[src/rtl/misr_multi.sv]
`default_nettype none
// ============================================================================
//  Module   : misr_multi
//  Purpose  : Multi-channel MISR. Per-channel holding registers align skewed
//             CUT output streams into beats, and each beat is folded into a
//             signature with a programmable feedback polynomial and seed.
//  Revision : 1.0 - initial release
// ============================================================================
module misr_multi #(
    parameter int NUM_CHANNELS        = 4,
    parameter int CUT_MSG_BITS        = 32,
    parameter int SIGNATURE_BITS      = 32,
    parameter     POLY                = 32'h04C11DB7,
    parameter     SEED                = 32'd0,
    parameter int MAX_OUTPUTS_TO_HASH = 32,
    parameter int LBIST_MSG_BITS      = $clog2(MAX_OUTPUTS_TO_HASH)
) (
    input  logic                                 clk,
    input  logic                                 reset,
    input  logic [NUM_CHANNELS-1:0]              cut_req_val,
    input  logic [NUM_CHANNELS*CUT_MSG_BITS-1:0] cut_req_msg,
    output logic [NUM_CHANNELS-1:0]              cut_req_rdy,
    input  logic                                 lbist_req_val,
    input  logic [LBIST_MSG_BITS:0]              lbist_req_msg,
    output logic                                 lbist_req_rdy,
    output logic                                 lbist_resp_val,
    output logic [SIGNATURE_BITS-1:0]            lbist_resp_msg,
    input  logic                                 lbist_resp_rdy
);

    // Beat geometry: the concatenated beat is zero-padded to whole signature slices
    localparam int BEAT_BITS  = NUM_CHANNELS * CUT_MSG_BITS;
    localparam int NUM_SLICES = (BEAT_BITS + SIGNATURE_BITS - 1) / SIGNATURE_BITS;
    localparam int PAD_BITS   = NUM_SLICES * SIGNATURE_BITS;

    localparam logic [SIGNATURE_BITS-1:0] C_POLY = SIGNATURE_BITS'(POLY);
    localparam logic [SIGNATURE_BITS-1:0] C_SEED = SIGNATURE_BITS'(SEED);
    localparam logic [LBIST_MSG_BITS:0]   C_MAX  = (LBIST_MSG_BITS+1)'(MAX_OUTPUTS_TO_HASH);

    typedef enum logic [1:0] {
        S_IDLE = 2'd0,
        S_HASH = 2'd1,
        S_DONE = 2'd2
    } state_t;

    state_t                                      r_state;
    state_t                                      w_state_nxt;
    logic [SIGNATURE_BITS-1:0]                   r_sig;
    logic [LBIST_MSG_BITS:0]                     r_count;
    logic [LBIST_MSG_BITS:0]                     r_n;
    logic [NUM_CHANNELS-1:0]                     r_held;
    logic [NUM_CHANNELS-1:0][CUT_MSG_BITS-1:0]   r_hold;

    logic                                        w_req_fire;
    logic                                        w_resp_fire;
    logic [NUM_CHANNELS-1:0]                     w_cut_fire;
    logic                                        w_beat_done;
    logic                                        w_last_beat;
    logic [LBIST_MSG_BITS:0]                     w_n_clamped;
    logic [BEAT_BITS-1:0]                        w_beat;
    logic [PAD_BITS-1:0]                         w_beat_pad;
    logic [SIGNATURE_BITS-1:0]                   w_fold;

    // One LFSR shift of the signature with conditional polynomial feedback
    function automatic logic [SIGNATURE_BITS-1:0] f_step(input logic [SIGNATURE_BITS-1:0] s);
        logic [SIGNATURE_BITS-1:0] shifted;
        shifted = {s[SIGNATURE_BITS-2:0], 1'b0};
        return s[SIGNATURE_BITS-1] ? (shifted ^ C_POLY) : shifted;
    endfunction

    assign w_req_fire   = lbist_req_val & lbist_req_rdy;
    assign w_resp_fire  = lbist_resp_val & lbist_resp_rdy;
    assign w_cut_fire   = cut_req_val & cut_req_rdy;
    // A beat is complete once every channel has either been captured or is firing now
    assign w_beat_done  = (r_state == S_HASH) && (&(r_held | w_cut_fire));
    assign w_last_beat  = ((r_count + 1'b1) == r_n);
    assign w_n_clamped  = (lbist_req_msg > C_MAX) ? C_MAX : lbist_req_msg;
    assign lbist_resp_msg = r_sig;

    // Assemble the beat (held data wins over live input) and fold it to signature width
    always_comb begin
        w_beat = '0;
        w_fold = '0;
        for (int i = 0; i < NUM_CHANNELS; i++) begin
            w_beat[i*CUT_MSG_BITS +: CUT_MSG_BITS] =
                r_held[i] ? r_hold[i] : cut_req_msg[i*CUT_MSG_BITS +: CUT_MSG_BITS];
        end
        w_beat_pad = PAD_BITS'(w_beat);
        for (int k = 0; k < NUM_SLICES; k++) begin
            w_fold = w_fold ^ w_beat_pad[k*SIGNATURE_BITS +: SIGNATURE_BITS];
        end
    end

    // State register
    always_ff @(posedge clk) begin
        if (reset) begin
            r_state <= S_IDLE;
        end else begin
            r_state <= w_state_nxt;
        end
    end

    // Next-state logic and handshake outputs, all derived from registered state
    always_comb begin
        w_state_nxt    = r_state;
        cut_req_rdy    = '0;
        lbist_req_rdy  = 1'b0;
        lbist_resp_val = 1'b0;
        case (r_state)
            S_IDLE: begin
                lbist_req_rdy = 1'b1;
                if (w_req_fire) begin
                    w_state_nxt = (w_n_clamped == '0) ? S_DONE : S_HASH;
                end
            end
            S_HASH: begin
                cut_req_rdy = ~r_held;
                if (w_beat_done && w_last_beat) begin
                    w_state_nxt = S_DONE;
                end
            end
            S_DONE: begin
                lbist_resp_val = 1'b1;
                if (w_resp_fire) begin
                    w_state_nxt = S_IDLE;
                end
            end
            default: begin
                w_state_nxt = S_IDLE;
            end
        endcase
    end

    // Signature, beat counter and run length
    always_ff @(posedge clk) begin
        if (reset) begin
            r_sig   <= C_SEED;
            r_count <= '0;
            r_n     <= '0;
        end else if (w_req_fire) begin
            r_sig   <= C_SEED;
            r_count <= '0;
            r_n     <= w_n_clamped;
        end else if (w_beat_done) begin
            r_sig   <= f_step(r_sig) ^ w_fold;
            r_count <= r_count + 1'b1;
        end
    end

    // Per-channel holding registers absorb arrival skew within a beat
    always_ff @(posedge clk) begin
        if (reset) begin
            r_held <= '0;
            r_hold <= '0;
        end else if (w_beat_done) begin
            r_held <= '0;
        end else begin
            for (int i = 0; i < NUM_CHANNELS; i++) begin
                if (w_cut_fire[i]) begin
                    r_held[i] <= 1'b1;
                    r_hold[i] <= cut_req_msg[i*CUT_MSG_BITS +: CUT_MSG_BITS];
                end
            end
        end
    end

endmodule
`default_nettype wire

[config.mk]
export PLATFORM = sky130hd
export DESIGN_NAME = misr_multi
export DESIGN_NICKNAME = d
export VERILOG_FILES = /design/src/rtl/misr_multi.sv
export SDC_FILE = /design/constraint.sdc
export NUM_CORES = 1
export LEC_CHECK = 0
export BUFFER_PORTS_ARGS = -buffer_cell sky130_fd_sc_hd__buf_4
export CORE_MARGIN = 10
export CORE_UTILIZATION = 50
export CTS_BUF_LIST = sky130_fd_sc_hd__clkbuf_8
export DETAILED_ROUTE_END_ITERATION = 16
export PLACE_DENSITY = 0.73
export SLEW_MARGIN = 20
export SYNTH_ARGS = -nofsm -noshare
export SYNTH_HDL_FRONTEND = slang
export SYNTH_SLANG_ARGS = --single-unit
[constraint.sdc]
create_clock -name clk -period 2.8 [get_ports clk]
set_input_delay 0.14 -clock clk [delete_from_list [all_inputs] [get_ports clk]]
set_output_delay 0.14 -clock clk [all_outputs]
set_load 0.005 [all_outputs]
# Word-level counts from Yosys, hierarchy flattened
# Cells that the tools add are included.
[word_totals] elab_cells=57 out_inout_bits=38 in_bits=142 register_bits=178
[op_classes] addsub=1 bitwise_logic=11 magnitude_cmp=1 n_eq_ne=6 mux=14 reduce_logical=12
[ops] operator="two-way mux 32 bit" count=4
[ops] operator="bitwise XOR 32 bit" count=4
[ops] operator="two-way mux 27 bit" count=1
[ops] operator="inverter 14 bit" count=1
[ops] operator="two-way mux 2 bit" count=4
[ops] operator="AND reduction 2 bit" count=4
[ops] operator="adder 6 x 1 -> 6 bit, second input constant" count=1
[ops] operator="equality test 6 bit" count=1
[ops] operator="greater-than comparator 6 bit, second input constant" count=1
[ops] operator="zero test 6 bit" count=1
[ops] operator="two-way mux 6 bit" count=1
[ops] operator="case mux 2 bit (3 select lines)" count=1
[ops] operator="bitwise AND 4 bit" count=1
[ops] operator="two-way mux 4 bit" count=1
[ops] operator="!= test 2 bit, second input constant" count=2
[ops] operator="inverter 4 bit" count=1
[ops] operator="OR 4 bit" count=1
[ops] operator="AND reduction 4 bit" count=1
[ops] operator="OR reduction 2 bit" count=2
[ops] operator="AND reduction 3 bit" count=1
[ops] operator="bitwise AND 1 bit" count=2
[ops] operator="equality test 2 x 1 -> 1 bit, second input constant" count=1
[ops] operator="equality test 2 bit, second input constant" count=1
[ops] operator="logical AND 1 bit" count=2
[ops] operator="4 further kinds" count=5

# Longest topological paths before layout
[logic_depth] word_depth=9 depth_mapped=10 ltp_nobuf=6

# Least setup slack after synthesis
# No wires, ideal clock.
[synth_path] path_type="register to register" startpoint="register r_state[0]" endpoint="register r_sig[17] (netlist: lbist_resp_msg[17])" setup_ns=0.062 path_buffers=3 required_ns=2.738 stages_incl_launch_ff=9 arrival_time_ns=2.072 slack_ns=0.666 synth_period_minus_slack_ns=2.134 cell_sequence="dfxtp_1 nand3b_1 a22o_1 buf_6 or3_1 buf_2 clkbuf_2 or4_1 nand3_1"
[synth_via] elab_chain_cells=6 elab_cells_between_ends=10 cone_classes="eq/ne: 1; mux: 2; bitwise: 3; reduce/logical: 4"
[synth_lines] element="start: declaration" line_no="46" source="state_t r_state;"
[synth_lines] element="start signal: assignment" line_no="99" source="r_state <= w_state_nxt;"
[synth_lines] element="equality test 2 x 1 -> 1 bit" line_no="75, 109"
[synth_lines] element="two-way mux 4 bit" line_no="109" source="case (r_state)"
[synth_lines] element="bitwise AND 4 bit" line_no="73" source="assign w_cut_fire = cut_req_val & cut_req_rdy;"
[synth_lines] element="OR 4 bit" line_no="75" source="assign w_beat_done = (r_state == S_HASH) && (&(r_held | w_cut_fire));"
[synth_lines] element="AND reduction 4 bit" line_no="75"
[synth_lines] element="logical AND 1 bit" line_no="75"
[synth_lines] element="end signal: assignment" line_no="145" source="r_sig <= f_step(r_sig) ^ w_fold;"
[synth_lines] element="end: declaration" line_no="48" source="logic [SIGNATURE_BITS-1:0] r_sig;"
# Several ways; a longest one is shown, not always the timed one.
# A chain may end at the register's enable or synchronous reset.

# Worst setup path after layout
[layout_path] startpoint="register r_state[0]" endpoint="register r_hold[120] (netlist name)"
[layout_via] elab_chain_cells=8
[layout_lines] element="equality test 2 x 1 -> 1 bit *" line_no="75, 109"
[layout_lines] element="two-way mux 4 bit" line_no="109"
[layout_lines] element="bitwise AND 4 bit" line_no="73"
[layout_lines] element="OR 4 bit" line_no="75"
[layout_lines] element="AND reduction 4 bit" line_no="75"
[layout_lines] element="logical AND 1 bit" line_no="75"
[layout_lines] element="inverter 1 bit (no source line)"
[layout_lines] element="AND reduction 2 bit (no source line) *"
[layout_lines] element="end signal: indexed assignment" line_no="161" source="r_hold[i] <= cut_req_msg[i*CUT_MSG_BITS +: CUT_MSG_BITS];"
[layout_lines] element="end: declaration" line_no="52" source="logic [NUM_CHANNELS-1:0][CUT_MSG_BITS-1:0] r_hold;"
# Every way passes the cells marked *; elsewhere a longest branch is shown, timed or not.

==> impl_metrics.toml <==
[die]
core-area_sq_um = 17900
die_h_um = 155
rows = 49
die_w_um = 155
fp.dieArea_sq_um = 23900
start_util_pct = 50.6
ios = 180

[yosys]
ys_types = 38
ys.flop_type = "dfxtp_1"
synthArstFlopShare_pct = 0
yosysWarningCount = 0
synth-edff-count = 0
synth.ff_latch_count = 178
synth_area_sq_um = 9060
syn_avg_cell_area_sq_um = 8.93
syn_nets = 1158
synth_seq_area_share_pct = 39.3
syn_inst = 1015

[setup_path]
crit_type = "reg -> reg"
r2r-end = "r_hold[120]"
path_depth = 7
crit_chain = "nor2b_1 > a21oi_1 > buf_4 > o211a_2 > buf_12 > mux2i_1 > nor2_1"
cp_max_fo = 25
slowest_stage = "o211a_2"
critical_path_buf_inv_count = 2
worstPathArrival_ns = 2.67
end_kind = "register"
path_delay_family = "compound AO/OA/AOI/OAI gates"
rr_worst_depth = 7
start_kind = "register"
crit_start = "r_state[0]"
reg2reg_from = "r_state[0]"
crit_path_max_incr_delay_ns = 0.45
r2r_slack_ns = 0.48
critPathCapture = "r_hold[120]"
cp.required_ns = 3.15

[place]
post-place-ws_ns = 0.528
port_buffers = 179
gp_congestion = 0.875
hpwl_mm = 19.1
dp_cells = 1375

[finish]
final_cells = 1549
fill_cells = 1335
regArea_sq_um = 3570
layout.nets = 1446
syn_to_final_growth_pct = 37.3
drive_above_1_share_pct = 18.6
multi_input_area_sq_um = 5220

[detailed_routing]
drtPass1Iterations = 5
m1WireLength_mm = 11.7
viasPerCell = 5.47
drc = 0
drt_iter0_markers = 630
vias = 8470
wl_per_cell_um = 18.5
wirelength_mm = 28.7
highest_layer = "met4"
routed-wl-met2_mm = 14.2
ant_nets = 0
route.met3.wl_mm = 1.92

[clock_network]
cts_tree = "done"
worstSkewPairLatency_ns = 0.48
cts_sinks = 178
cts_buffers = 17
cts-resized-gates = 0
post_cts_buffers = 0
htree_levels = 4
path_clk_slew_ns = 0.09
cts.path.max_buffers = 2
clock-root-buffer = "clkbuf_8"

[sta]
final.period_utilization_pct = 82.9
worst_pin_slew_ns = 0.939
fmax_mhz = 431
setup_ws_ns = 0.479
slew_viol_final = 0
timing.final.crit_period_ns = 2.32
finalHoldViolCount = 0
rsz0062_at_grt = "false"
fin_skew_ns = 0.0117
maxSlewHeadroom_pct = 37.4
setup-violations-final = 0
finalSetupTns_ns = 0

[global_route]
grt_pass1_vias = 8596
grt_use_total_pct = 23.6
grt_max_degree = 84
antenna_found_initial = 4
overflow = 0
grt_pass1_wl_mm = 45.5

[power_and_ir_drop]
p_per_area_nw_per_um2 = 465
ir_worst_vdd_mv = 0.363
p_leak_uw = 0.00498

[run]
maxCapViolCount = 0

[outcome]
status = "complete, no violations"

[hold_path]
hold_path_class = "in -> reg"
sequential cells by signal, indices dropped and copies added, names as in the netlist:
signal / count
r_hold: 128
lbist_resp_msg: 32
r_held: 4
r_state: 2
r_n: 6
r_count: 6
how the worst min path moves through the flow:
stage | end | slack (ns) | start | cells after the start
finish | r_state[0] | 0.04 | lbist_req_val | 3
global route | r_state[0] | 0.02 | lbist_req_val | 3
CTS | r_state[0] | 0.02 | lbist_req_val | 3
detailed placement | r_n[0] | 0.37 | lbist_req_msg[0] | 2
global placement | r_n[2] | 0.36 | lbist_req_msg[2] | 2
floorplan | r_n[0] | 0.27 | lbist_req_msg[0] | 1
worst min-delay path, stage by stage:
cell and delay, ns:
buf_4 0.12, a21oi_1 0.14, nor4_1 0.07
Yosys cell counts (2+ instances only):
master      n  area share (%)
xor2_1     28             2.7
o311ai_1    2            0.19
o21ai_0    18            0.99
nor4_1      4            0.28
and2_1      2            0.14
nand3b_1    3            0.25
or3_1       4            0.28
nand4_1    19             1.3
buf_2      19             1.0
nor2_1     79             3.3
xnor2_1   104              10
a211oi_1    2            0.17
buf_6       2            0.25
nor3_1      3            0.17
buf_1       4            0.17
clkbuf_1   46             1.9
inv_1       6            0.25
nand3_1    42             2.3
a22o_1      6            0.58
nand2_1   132             5.5
a21oi_1    84             4.6
dfxtp_1   178              39
or4_1      20             1.7
o311a_1     2            0.22
mux2i_1   193              21
cell type report:
type	instances	area share, %
Tap cell	229	2.30
Sequential cell	178	28.7
Clock buffer	18	1.99
Antenna cell	4	0.0804
Timing Repair Buffer	341	23.6
Clock inverter	14	1.22
Multi-Input combinational cell	759	41.9
Inverter	6	0.181
layout by cell type, fill, tap and decap left out, drive strengths merged, types with 2 or more instances in the layout:
| cell | instances |
|---|---|
| dfxtp | 178 |
| o21ai | 18 |
| buf | 203 |
| nor3 | 3 |
| a21oi | 84 |
| nand2 | 132 |
| xnor2 | 104 |
| mux2i | 193 |
| nand3b | 3 |
| diode | 4 |
| or3 | 4 |
| clkinv | 4 |
| o311ai | 2 |
| nor4 | 4 |
| nand3 | 42 |
| and2 | 2 |
| inv | 13 |
| xor2 | 28 |
| dlygate4sd3 | 138 |
| o311a | 2 |
| nand4 | 19 |
| clkbuf | 18 |
| or4 | 20 |
| a22o | 6 |
| bufinv | 2 |
| a211oi | 2 |
| nor2 | 79 |
report_power, final:
group / leakage (uW) / internal, uW / total (uW) / switching, uW
sequential: 0.00145 / 2620 / 2680 / 58.0
clock: 0.000206 / 830 / 1840 / 1010
combinational: 0.00332 / 654 / 1270 / 617
total: 0.00498 / 4100 / 5790 / 1690
per-stage QoR:
step	utilization, %	total power, uW	cell area [sq um]	hold slack (ns)
2_1_floorplan	-	3430	9060	0.266
3_3_place_gp	59.5	3820	10700	0.361
3_5_place_dp	59.5	3840	10700	0.372
4_1_cts	69.5	5800	12400	0.0230
5_1_grt	69.5	6030	12400	0.0169
6_report	69.5	5790	12400	0.0395
routing by layer:
layer  track usage [%]  up-vias
li1                  -     4067
met5                 0        -
met1              27.2     4045
met4              9.90        0
met2              40.8      313
met3              5.85       45
what timing repair did:
action                                  CTS  global route
hold buffers                            138             0
endpoints found under the setup margin    0             0
endpoints found under the hold margin   137             0
cell families (layout without fill, tap and decap cells):
group,count (synthesis),after routing,synth area share [%]
and+or+nand+nor,314,314,15.6
muxes,193,193,21.3
DFF,178,178,39.3
xor gates and xnor gates,132,132,12.8
AOI/OAI and AO/OA,119,119,7.22
buffers and inverters,78,379,3.67
adders and majority gates,1,1,0.138
other,0,4,0
No activity file was read; power rests on OpenSTA's default activity.
